==> src/rtl/lcd_pkg.sv <==
`default_nettype none
// ============================================================================
// Module      : lcd_pkg
// Description : Shared constants for the HD44780-style LCD bus decoder.
// Revision    : 1.0 - initial release
// ============================================================================
package lcd_pkg;

    // Command prefixes: the position of the highest set bit selects the command
    localparam logic [7:0] CMD_CLEAR = 8'h01;
    localparam logic [7:0] CMD_HOME  = 8'h02;
    localparam logic [7:0] CMD_ENTRY = 8'h04;
    localparam logic [7:0] CMD_DISP  = 8'h08;
    localparam logic [7:0] CMD_SHIFT = 8'h10;
    localparam logic [7:0] CMD_FUNC  = 8'h20;
    localparam logic [7:0] CMD_CGRAM = 8'h40;
    localparam logic [7:0] CMD_DDRAM = 8'h80;

    localparam logic [1:0] ST_IDLE  = 2'd0;
    localparam logic [1:0] ST_HIGH  = 2'd1;
    localparam logic [1:0] ST_EXEC  = 2'd2;
    localparam logic [1:0] ST_CLEAR = 2'd3;

    localparam logic [6:0] LINE2_BASE = 7'h40;
    localparam logic [6:0] LINE_END   = 7'h27;
    localparam logic [6:0] LINE2_END  = 7'h67;

    // Reduce a command byte to its prefix; 0x00 maps to 0x00 (no-op)
    function automatic logic [7:0] cmd_decode(input logic [7:0] d);
        logic [7:0] r;
        r = 8'h00;
        for (int i = 0; i < 8; i++) begin
            if (d[i]) r = 8'h01 << i;
        end
        return r;
    endfunction

endpackage
`default_nettype wire

==> src/rtl/lcd_ddram_map.sv <==
`default_nettype none
// ============================================================================
// Module      : lcd_ddram_map
// Description : DDRAM address to shadow-image cell mapping and address stepping.
// Revision    : 1.0 - initial release
// ============================================================================
module lcd_ddram_map
    import lcd_pkg::*;
#(
    parameter int CELLS_PER_LINE = 16
) (
    input  logic [6:0] addr,
    input  logic       inc,
    output logic       cell_valid,
    output logic [4:0] cell_idx,
    output logic [6:0] next_addr
);

    logic [6:0] w_line2_off;

    always_comb begin
        w_line2_off = addr - LINE2_BASE;
        cell_valid  = 1'b0;
        cell_idx    = '0;
        if (addr < 7'(CELLS_PER_LINE)) begin
            cell_valid = 1'b1;
            cell_idx   = addr[4:0];
        end else if (addr >= LINE2_BASE && w_line2_off < 7'(CELLS_PER_LINE)) begin
            cell_valid = 1'b1;
            cell_idx   = 5'(CELLS_PER_LINE) + w_line2_off[4:0];
        end
    end

    // The counter skips the gap between the end of line 1 and the start of line 2
    always_comb begin
        next_addr = addr;
        if (inc) begin
            if (addr == LINE_END)       next_addr = LINE2_BASE;
            else if (addr == LINE2_END) next_addr = '0;
            else                        next_addr = addr + 7'd1;
        end else begin
            if (addr == LINE2_BASE)     next_addr = LINE_END;
            else if (addr == 7'd0)      next_addr = LINE2_END;
            else                        next_addr = addr - 7'd1;
        end
    end

endmodule
`default_nettype wire

==> src/rtl/lcd_bus_decoder.sv <==
`default_nettype none
// ============================================================================
// Module      : lcd_bus_decoder
// Description : Receives HD44780-style LCD writes and keeps a shadow image.
// Revision    : 1.0 - initial release
// ============================================================================
module lcd_bus_decoder
    import lcd_pkg::*;
#(
    parameter int         CELLS_PER_LINE = 16,
    parameter int         MIN_EN_HIGH    = 4,
    parameter logic [7:0] CLEAR_CHAR     = 8'h20
) (
    input  logic       clk,
    input  logic       rst,
    input  logic       en,
    input  logic       rw,
    input  logic       rs,
    input  logic [7:0] data,
    input  logic [4:0] rd_idx,
    output logic [7:0] rd_char,
    output logic [7:0] dout,
    output logic       dout_oe,
    output logic       busy,
    output logic [6:0] addr,
    output logic       disp_on,
    output logic       cursor_on,
    output logic       blink_on,
    output logic       inc_mode,
    output logic       two_line,
    output logic       cmd_stb,
    output logic       chr_stb,
    output logic       ovr_err
);

    localparam int              c_ncells  = 2 * CELLS_PER_LINE;
    localparam int              c_cnt_w   = $clog2(MIN_EN_HIGH + 1);
    localparam logic [c_cnt_w-1:0] c_cnt_max = {c_cnt_w{1'b1}};
    localparam logic [4:0]      c_last    = 5'(c_ncells - 1);

    logic [1:0]         r_state, w_next_state;
    logic [c_cnt_w-1:0] r_hi_cnt;
    logic               r_rs, r_rw;
    logic [7:0]         r_data;
    logic [6:0]         r_addr;
    logic               r_disp_on, r_cursor_on, r_blink_on, r_inc_mode, r_two_line;
    logic               r_ovr_err;
    logic [4:0]         r_clr_idx;
    logic [7:0]         r_image [c_ncells];
    logic [7:0]         r_rd_char;

    logic               w_qual_fall, w_exec, w_wr_exec, w_step_inc;
    logic [7:0]         w_cmd;
    logic               w_cell_valid;
    logic [4:0]         w_cell_idx;
    logic [6:0]         w_step_addr;

    // The pulse qualifier runs in every state so pulses ending mid-clear are still seen
    always_ff @(posedge clk or posedge rst) begin
        if (rst) begin
            r_hi_cnt <= '0;
            r_rs     <= 1'b0;
            r_rw     <= 1'b0;
            r_data   <= 8'h00;
        end else if (en) begin
            if (r_hi_cnt != c_cnt_max) r_hi_cnt <= r_hi_cnt + c_cnt_w'(1);
            r_rs   <= rs;
            r_rw   <= rw;
            r_data <= data;
        end else begin
            r_hi_cnt <= '0;
        end
    end

    assign w_qual_fall = !en && (r_hi_cnt >= c_cnt_w'(MIN_EN_HIGH));
    assign w_exec      = w_qual_fall && (r_state == ST_IDLE || r_state == ST_HIGH);
    assign w_wr_exec   = w_exec && !r_rw;
    assign w_cmd       = cmd_decode(r_data);
    assign w_step_inc  = r_rs ? r_inc_mode : r_data[2];

    lcd_ddram_map #(
        .CELLS_PER_LINE (CELLS_PER_LINE)
    ) u_map (
        .addr       (r_addr),
        .inc        (w_step_inc),
        .cell_valid (w_cell_valid),
        .cell_idx   (w_cell_idx),
        .next_addr  (w_step_addr)
    );

    always_ff @(posedge clk or posedge rst) begin
        if (rst) r_state <= ST_IDLE;
        else     r_state <= w_next_state;
    end

    always_comb begin
        w_next_state = r_state;
        case (r_state)
            ST_IDLE:  if (w_exec) w_next_state = ST_EXEC;
                      else if (en) w_next_state = ST_HIGH;
            ST_HIGH:  if (w_exec) w_next_state = ST_EXEC;
                      else if (!en) w_next_state = ST_IDLE;
            ST_EXEC:  if (!r_rw && !r_rs && w_cmd == CMD_CLEAR) w_next_state = ST_CLEAR;
                      else w_next_state = ST_IDLE;
            ST_CLEAR: if (r_clr_idx == c_last) w_next_state = ST_IDLE;
            default:  w_next_state = ST_IDLE;
        endcase
    end

    // Transactions take effect on the edge that leaves HIGH, so EXEC shows the result
    always_ff @(posedge clk or posedge rst) begin
        if (rst) begin
            r_addr      <= '0;
            r_disp_on   <= 1'b0;
            r_cursor_on <= 1'b0;
            r_blink_on  <= 1'b0;
            r_inc_mode  <= 1'b1;
            r_two_line  <= 1'b0;
            r_ovr_err   <= 1'b0;
            r_clr_idx   <= '0;
            for (int i = 0; i < c_ncells; i++) r_image[i] <= CLEAR_CHAR;
        end else begin
            if (w_wr_exec) begin
                if (r_rs) begin
                    if (w_cell_valid) r_image[w_cell_idx] <= r_data;
                    r_addr <= w_step_addr;
                end else begin
                    case (w_cmd)
                        CMD_DDRAM: r_addr <= r_data[6:0];
                        CMD_FUNC:  r_two_line <= r_data[3];
                        CMD_SHIFT: if (!r_data[3]) r_addr <= w_step_addr;
                        CMD_DISP:  {r_disp_on, r_cursor_on, r_blink_on} <= r_data[2:0];
                        CMD_ENTRY: r_inc_mode <= r_data[1];
                        CMD_HOME:  r_addr <= '0;
                        default:   ;
                    endcase
                end
            end
            if (r_state == ST_CLEAR) begin
                r_image[r_clr_idx] <= CLEAR_CHAR;
                r_clr_idx          <= r_clr_idx + 5'd1;
                if (r_clr_idx == c_last) r_addr <= '0;
                if (w_qual_fall && !r_rw) r_ovr_err <= 1'b1;
            end else begin
                r_clr_idx <= '0;
            end
        end
    end

    always_ff @(posedge clk or posedge rst) begin
        if (rst) r_rd_char <= 8'h00;
        else     r_rd_char <= r_image[rd_idx];
    end

    always_comb begin
        busy    = (r_state == ST_CLEAR);
        cmd_stb = (r_state == ST_EXEC) && !r_rw && !r_rs;
        chr_stb = (r_state == ST_EXEC) && !r_rw && r_rs;
        dout_oe = en && rw;
        dout    = dout_oe ? {busy, r_addr} : 8'h00;
    end

    assign rd_char   = r_rd_char;
    assign addr      = r_addr;
    assign disp_on   = r_disp_on;
    assign cursor_on = r_cursor_on;
    assign blink_on  = r_blink_on;
    assign inc_mode  = r_inc_mode;
    assign two_line  = r_two_line;
    assign ovr_err   = r_ovr_err;

endmodule
`default_nettype wire
==> config.mk <==
export PLATFORM = sky130hd
export DESIGN_NAME = lcd_bus_decoder
export DESIGN_NICKNAME = d
export VERILOG_FILES = /design/src/rtl/lcd_pkg.sv /design/src/rtl/lcd_ddram_map.sv /design/src/rtl/lcd_bus_decoder.sv
export SDC_FILE = /design/constraint.sdc
export NUM_CORES = 1
export LEC_CHECK = 0
export CAP_MARGIN = 20
export CORE_AREA = 5 5 132 259
export CTS_CLUSTER_DIAMETER = 50
export DETAILED_ROUTE_END_ITERATION = 12
export DIE_AREA = 0 0 137 264
export MAX_ROUTING_LAYER = met4
export PLACE_DENSITY = 0.65
export SYNTH_ARGS = -nofsm -noshare
export SYNTH_HDL_FRONTEND = slang
export SYNTH_HIERARCHICAL = 1
export SYNTH_SLANG_ARGS = --single-unit
==> constraint.sdc <==
create_clock -name clk -period 13.6 [get_ports clk]
set_input_delay 1.36 -clock clk [delete_from_list [all_inputs] [get_ports clk]]
set_output_delay 1.36 -clock clk [all_outputs]
set_load 0.01 [all_outputs]
# Word-level counts from Yosys, hierarchy flattened
# Cells that the tools add are included.
dict set report classes {
  n_addsub 6
  order_cmp 9
  eq_ne 19
  muxes 47
  bitwise_logic 7
  n_reduce_logical 24
}
# operator count
set ops {}
lappend ops {{$mux W256} 4}
lappend ops {{$bwmux W256} 1}
lappend ops {{$and A224 B224 Y224} 1}
lappend ops {{$not A224 Y224} 1}
lappend ops {{$mux W8} 12}
lappend ops {{$demux W8 S5} 2}
lappend ops {{$mux W7} 10}
lappend ops {{$bmux W8 S5} 1}
lappend ops {{$or A32 B32 Y32} 1}
lappend ops {{$pmux W7 S3} 1}
lappend ops {{$ge A6 B6 Y1 const B} 3}
lappend ops {{$not A5 Y6} 3}
lappend ops {{$mux W5} 3}
lappend ops {{$eq A7 B7 Y1 const B} 2}
lappend ops {{$lt A7 B5 Y1 const B} 2}
lappend ops {{$logic_and A1 B1 Y1} 13}
lappend ops {{$lt A6 B1 Y1 const B} 2}
lappend ops {{$mux W2} 6}
lappend ops {{$reduce_and A3 Y1} 4}
lappend ops {{$ne A3 B3 Y1 const B} 3}
lappend ops {{$eq A8 B1 Y1 const B} 1}
lappend ops {{$eq A8 B2 Y1 const B} 1}
lappend ops {{$eq A8 B3 Y1 const B} 1}
lappend ops {{$eq A8 B4 Y1 const B} 1}
lappend ops {{other kinds (25)} 33}
dict set report totals {
  reg_bits 297
  inputBits 18
  out_inout_bits 33
}

# Longest topological paths before layout
dict set report depth {
  word_depth 16
  depth_mapped 10
  ltp_nobuf 9
}

# Hierarchy
# Netlist, hierarchy kept.
# mod n_inst cells_each area_each_um2
set by_module_without_submodules {}
lappend by_module_without_submodules {lcd_bus_decoder 1 1402 15285.9}
lappend by_module_without_submodules {lcd_ddram_map 1 65 410.4}

# Least setup slack after synthesis
# No wires, ideal clock.
dict set report synth_path {
  path_type {input to output}
  start {in en}
  end {out dout[0]}
  arrival_ps 2130
  required_time_ps 12240
  slack_ps 10110
  stages 3
  path_buffers 2
  path_cell_list {buf_1 > clkbuf_1 > and3_1}
}
dict set report synth_between {
  elab_chain_cells 2
}
# element line
set synth_lines {}
lappend synth_lines {{start, declared} lcd_bus_decoder.sv:16} ;# input logic en,
lappend synth_lines {{$logic_and A1 B1 Y1} lcd_bus_decoder.sv:159} ;# dout_oe = en && rw;
lappend synth_lines {{$mux W8} lcd_bus_decoder.sv:160} ;# dout = dout_oe ? {busy, r_addr} : 8'h00;
lappend synth_lines {{end, declared} lcd_bus_decoder.sv:22} ;# output logic [7:0] dout,
# Every way passes these cells.

# Worst setup path in the final report
dict set report layout_path {
  start {in en}
  end {out dout[7]}
}
# The elaborated chain is that of the path after synthesis.

==> summary.md <==
| Metric | Value |
|---|---|
| Hpwl dp | `28440 um` |
| Peak VDD IR | `0.1167 mV` |
| Critical Path Sink | `dout[7]` |
| Cell Rows | `93` |
| Starting density of the core | `0.4905` |
| Tcrit/Tclk final | `0.3367` |
| Residual DRC | `0` |
| Post-synth top area share | `0.4209` |
| Placed insts | `1850` |
| Cts repair resizes | `0` |
| Area growth syn-to-layout | `10.63%` |
| Syn Nets | `1494` |
| CP Launch Type | `input port` |
| Worst-path fanout max | `22` |
| Inserted Clock Buffers | `28` |
| Synth top cells by count | `mux2i_1 (375), dfrtp_1 (264), nor2_1 (258)` |
| Synth Warn # | `6` |
| Sequential element share of the synthesized area | `0.4761` |
| Relative slew slack | `0.2800` |
| Die Y-Extent | `264 um` |
| Register-to-register setup slack | `10.40 ns` |
| Die Span X | `137 um` |
| Final slew viol count | `0` |
| Post-synth EDFFs | `0` |
| #FFs+latches synth | `297` |
| CTS max path bufs | `3` |
| Initial antenna violation count | `0` |
| I/O Buffers | `50` |
| IO Pins | `51` |
| Non-filler cells, final | `1904` |
| Remaining antenna violation count | `0` |
| Crit. End Element | `output port` |
| Top cells by area, synth | `dfrtp_1 (42%), mux2i_1 (24%), nor2_1 (6.2%)` |
| DIE AREA | `36170 um2` |
| Gpl congestion | `0.8690` |
| Largest net degree at the start of global routing | `168` |
| Share of cells above drive strength 1 | `0.1029` |
| Post-synth cell types | `64` |
| First-pass GRT wire length | `67650 um` |
| FMAX | `218.4 MHz` |
| CP arrival | `3.22 ns` |
| Final global-route overflow total | `0` |
| Critical R2R Launch | `addr[0]` |
| Core region area | `32000 um2` |
| Power density cells | `120.4 nW/um2` |
| Post-route minimum period | `4.579 ns` |
| Vias in the first global route | `11690` |
| Post-CTS Setup Inserts | `0` |
| Worst EP required | `12.24 ns` |
| Mapped Area | `15700 um2` |
| Total GRT Usage | `0.2456` |
| Critical path type | `input port to output port` |
| Beginning of the critical path | `en` |
| Iteration-0 DRC Markers | `707` |
| Most frequently used flop master after synthesis | `dfrtp_1` |
| CTS sink cnt | `297` |
| Status | `finished clean` |
| FF-to-FF End | `r_image[211]` |
| Top-count cell post-synth | `mux2i_1` |
| Final setup violation count | `0` |
| Clock Skew | `0.02280 ns` |
| Drt pass-1 iters | `5` |
| Tot Pwr | `2.091 mW` |
| H-tree Lvls | `1` |
| HP Class | `flop to flop` |
| Yosys top cell by area | `dfrtp_1` |
| Synthesized instance count | `1467` |
| Slew @ Worst Pin | `1.078 ns` |
| Worst-path clk slew | `0.07 ns` |
| Pleak | `8.162 nW` |
| Fraction of registers with async set/reset | `1.000` |
| Via/cell ratio | `5.905` |
| Total Wirelength | `42610 um` |
| Syn_area_per_cell | `10.70 um2` |
| Number of antenna diodes | `0` |
| Core Util, Final | `0.5427` |
| Total Neg Setup Slack | `0 ns` |
| Vias | `11240` |
| CTS Hold Bufs | `0` |
| CTS tree | `built` |
| Max-cap violations | `0` |
| RSZ-0062 raised after global routing | `false` |
| Wire per inst | `22.38 um` |
| Hold Fails Final Rpt | `0` |
| Reg2Reg Depth | `6` |
| Final #Nets | `1482` |
| Clock latency on the worst-skew pair | `0.56 ns` |
| Clk root buf | `clkbuf_16` |
## registers in the layout, indices dropped and copies added, names as in the netlist
register	cells
blink_on	1
inc_mode	1
disp_on	1
r_hi_cnt	3
r_state	2
two_line	1
r_rw	1
r_clr_idx	5
r_image	256
rd_char	8
cursor_on	1
r_rs	1
addr	7
ovr_err	1
r_data	8
## worst max-delay path, cell delays in order
cell	delay, ns
clkdlybuf4s50_1	0.98
nand2_1	0.19
nor2_1	0.14
clkdlybuf4s50_1	0.54
## final cells by class
cell class	instances	area [um2]
fillers	2828	14630
multi-input cells	1047	7699
flip-flops and latches	297	7473
clock buffers	39	823.3
repair buffers	66	631.9
well taps	427	534.3
clock inverters	13	140.1
inverters	15	63.81
## cells in the final DEF (no fill, tap or decap), types with 9 or more instances in the layout
cell type	Yosys	layout
inv_1	15	14
nor3_1	9	9
clkdlybuf4s50_1	0	49
ha_1	9	9
o21ai_0	47	47
dfstp_2	33	33
a21oi_1	24	24
and3_1	9	9
a22oi_1	49	49
nand4_1	20	20
clkbuf_16	0	29
buf_4	5	14
mux2i_1	375	375
nor4_4	23	23
dfrtp_1	264	264
mux2_2	14	14
nand2_1	59	59
nand3_1	45	45
nor2_1	258	257
## worst min path at each step
stage,start,to,slack (ns),depth (start not counted)
floorplan,r_clr_idx[0],r_clr_idx[0],0.48,1
global placement,ovr_err,ovr_err,0.45,1
detailed placement,ovr_err,ovr_err,0.45,1
CTS,ovr_err,ovr_err,0.47,1
global route,ovr_err,ovr_err,0.51,1
finish,ovr_err,ovr_err,0.47,1
## power breakdown
| group | internal, mW | switching [mW] | total (mW) |
|---|---|---|---|
| logic | 0.108 | 0.229 | 0.337 |
| clock network | 0.464 | 0.356 | 0.820 |
| registers | 0.903 | 0.0308 | 0.934 |
| total | 1.47 | 0.616 | 2.09 |
## per-stage QoR
stage	setup WS (ns)	hold WS, ns	cell area (um2)
global route	8.873	0.5054	17370
floorplan	4.090	0.4786	15700
finish	9.021	0.4741	17370
CTS	9.020	0.4726	17350
global placement	8.992	0.4539	16390
detailed placement	8.934	0.4532	16390
## cells by family (layout without fill, tap and decap cells)
group	count (synthesis)	in the layout	share of synthesized area
AO/OA/AOI/OAI	160	160	0.06553
XOR/XNOR	4	4	0.002232
adder cells (fa/ha/maj)	9	9	0.007174
buffers and inverters	123	133	0.03459
flip-flops	297	297	0.4761
multiplexers	389	389	0.2492
AND/OR/NAND/NOR	485	485	0.1652
## metal layers
metal | track usage | up-vias | share of wire
met4 | 0.1158 | 0 | 0.052
met1 | 0.2772 | 5672 | 0.37
met2 | 0.4308 | 286 | 0.54
met3 | 0.02325 | 105 | 0.035
li1 | - | 5180 | -
met5 | - | - | 0
(Power assumes the default switching activity.)
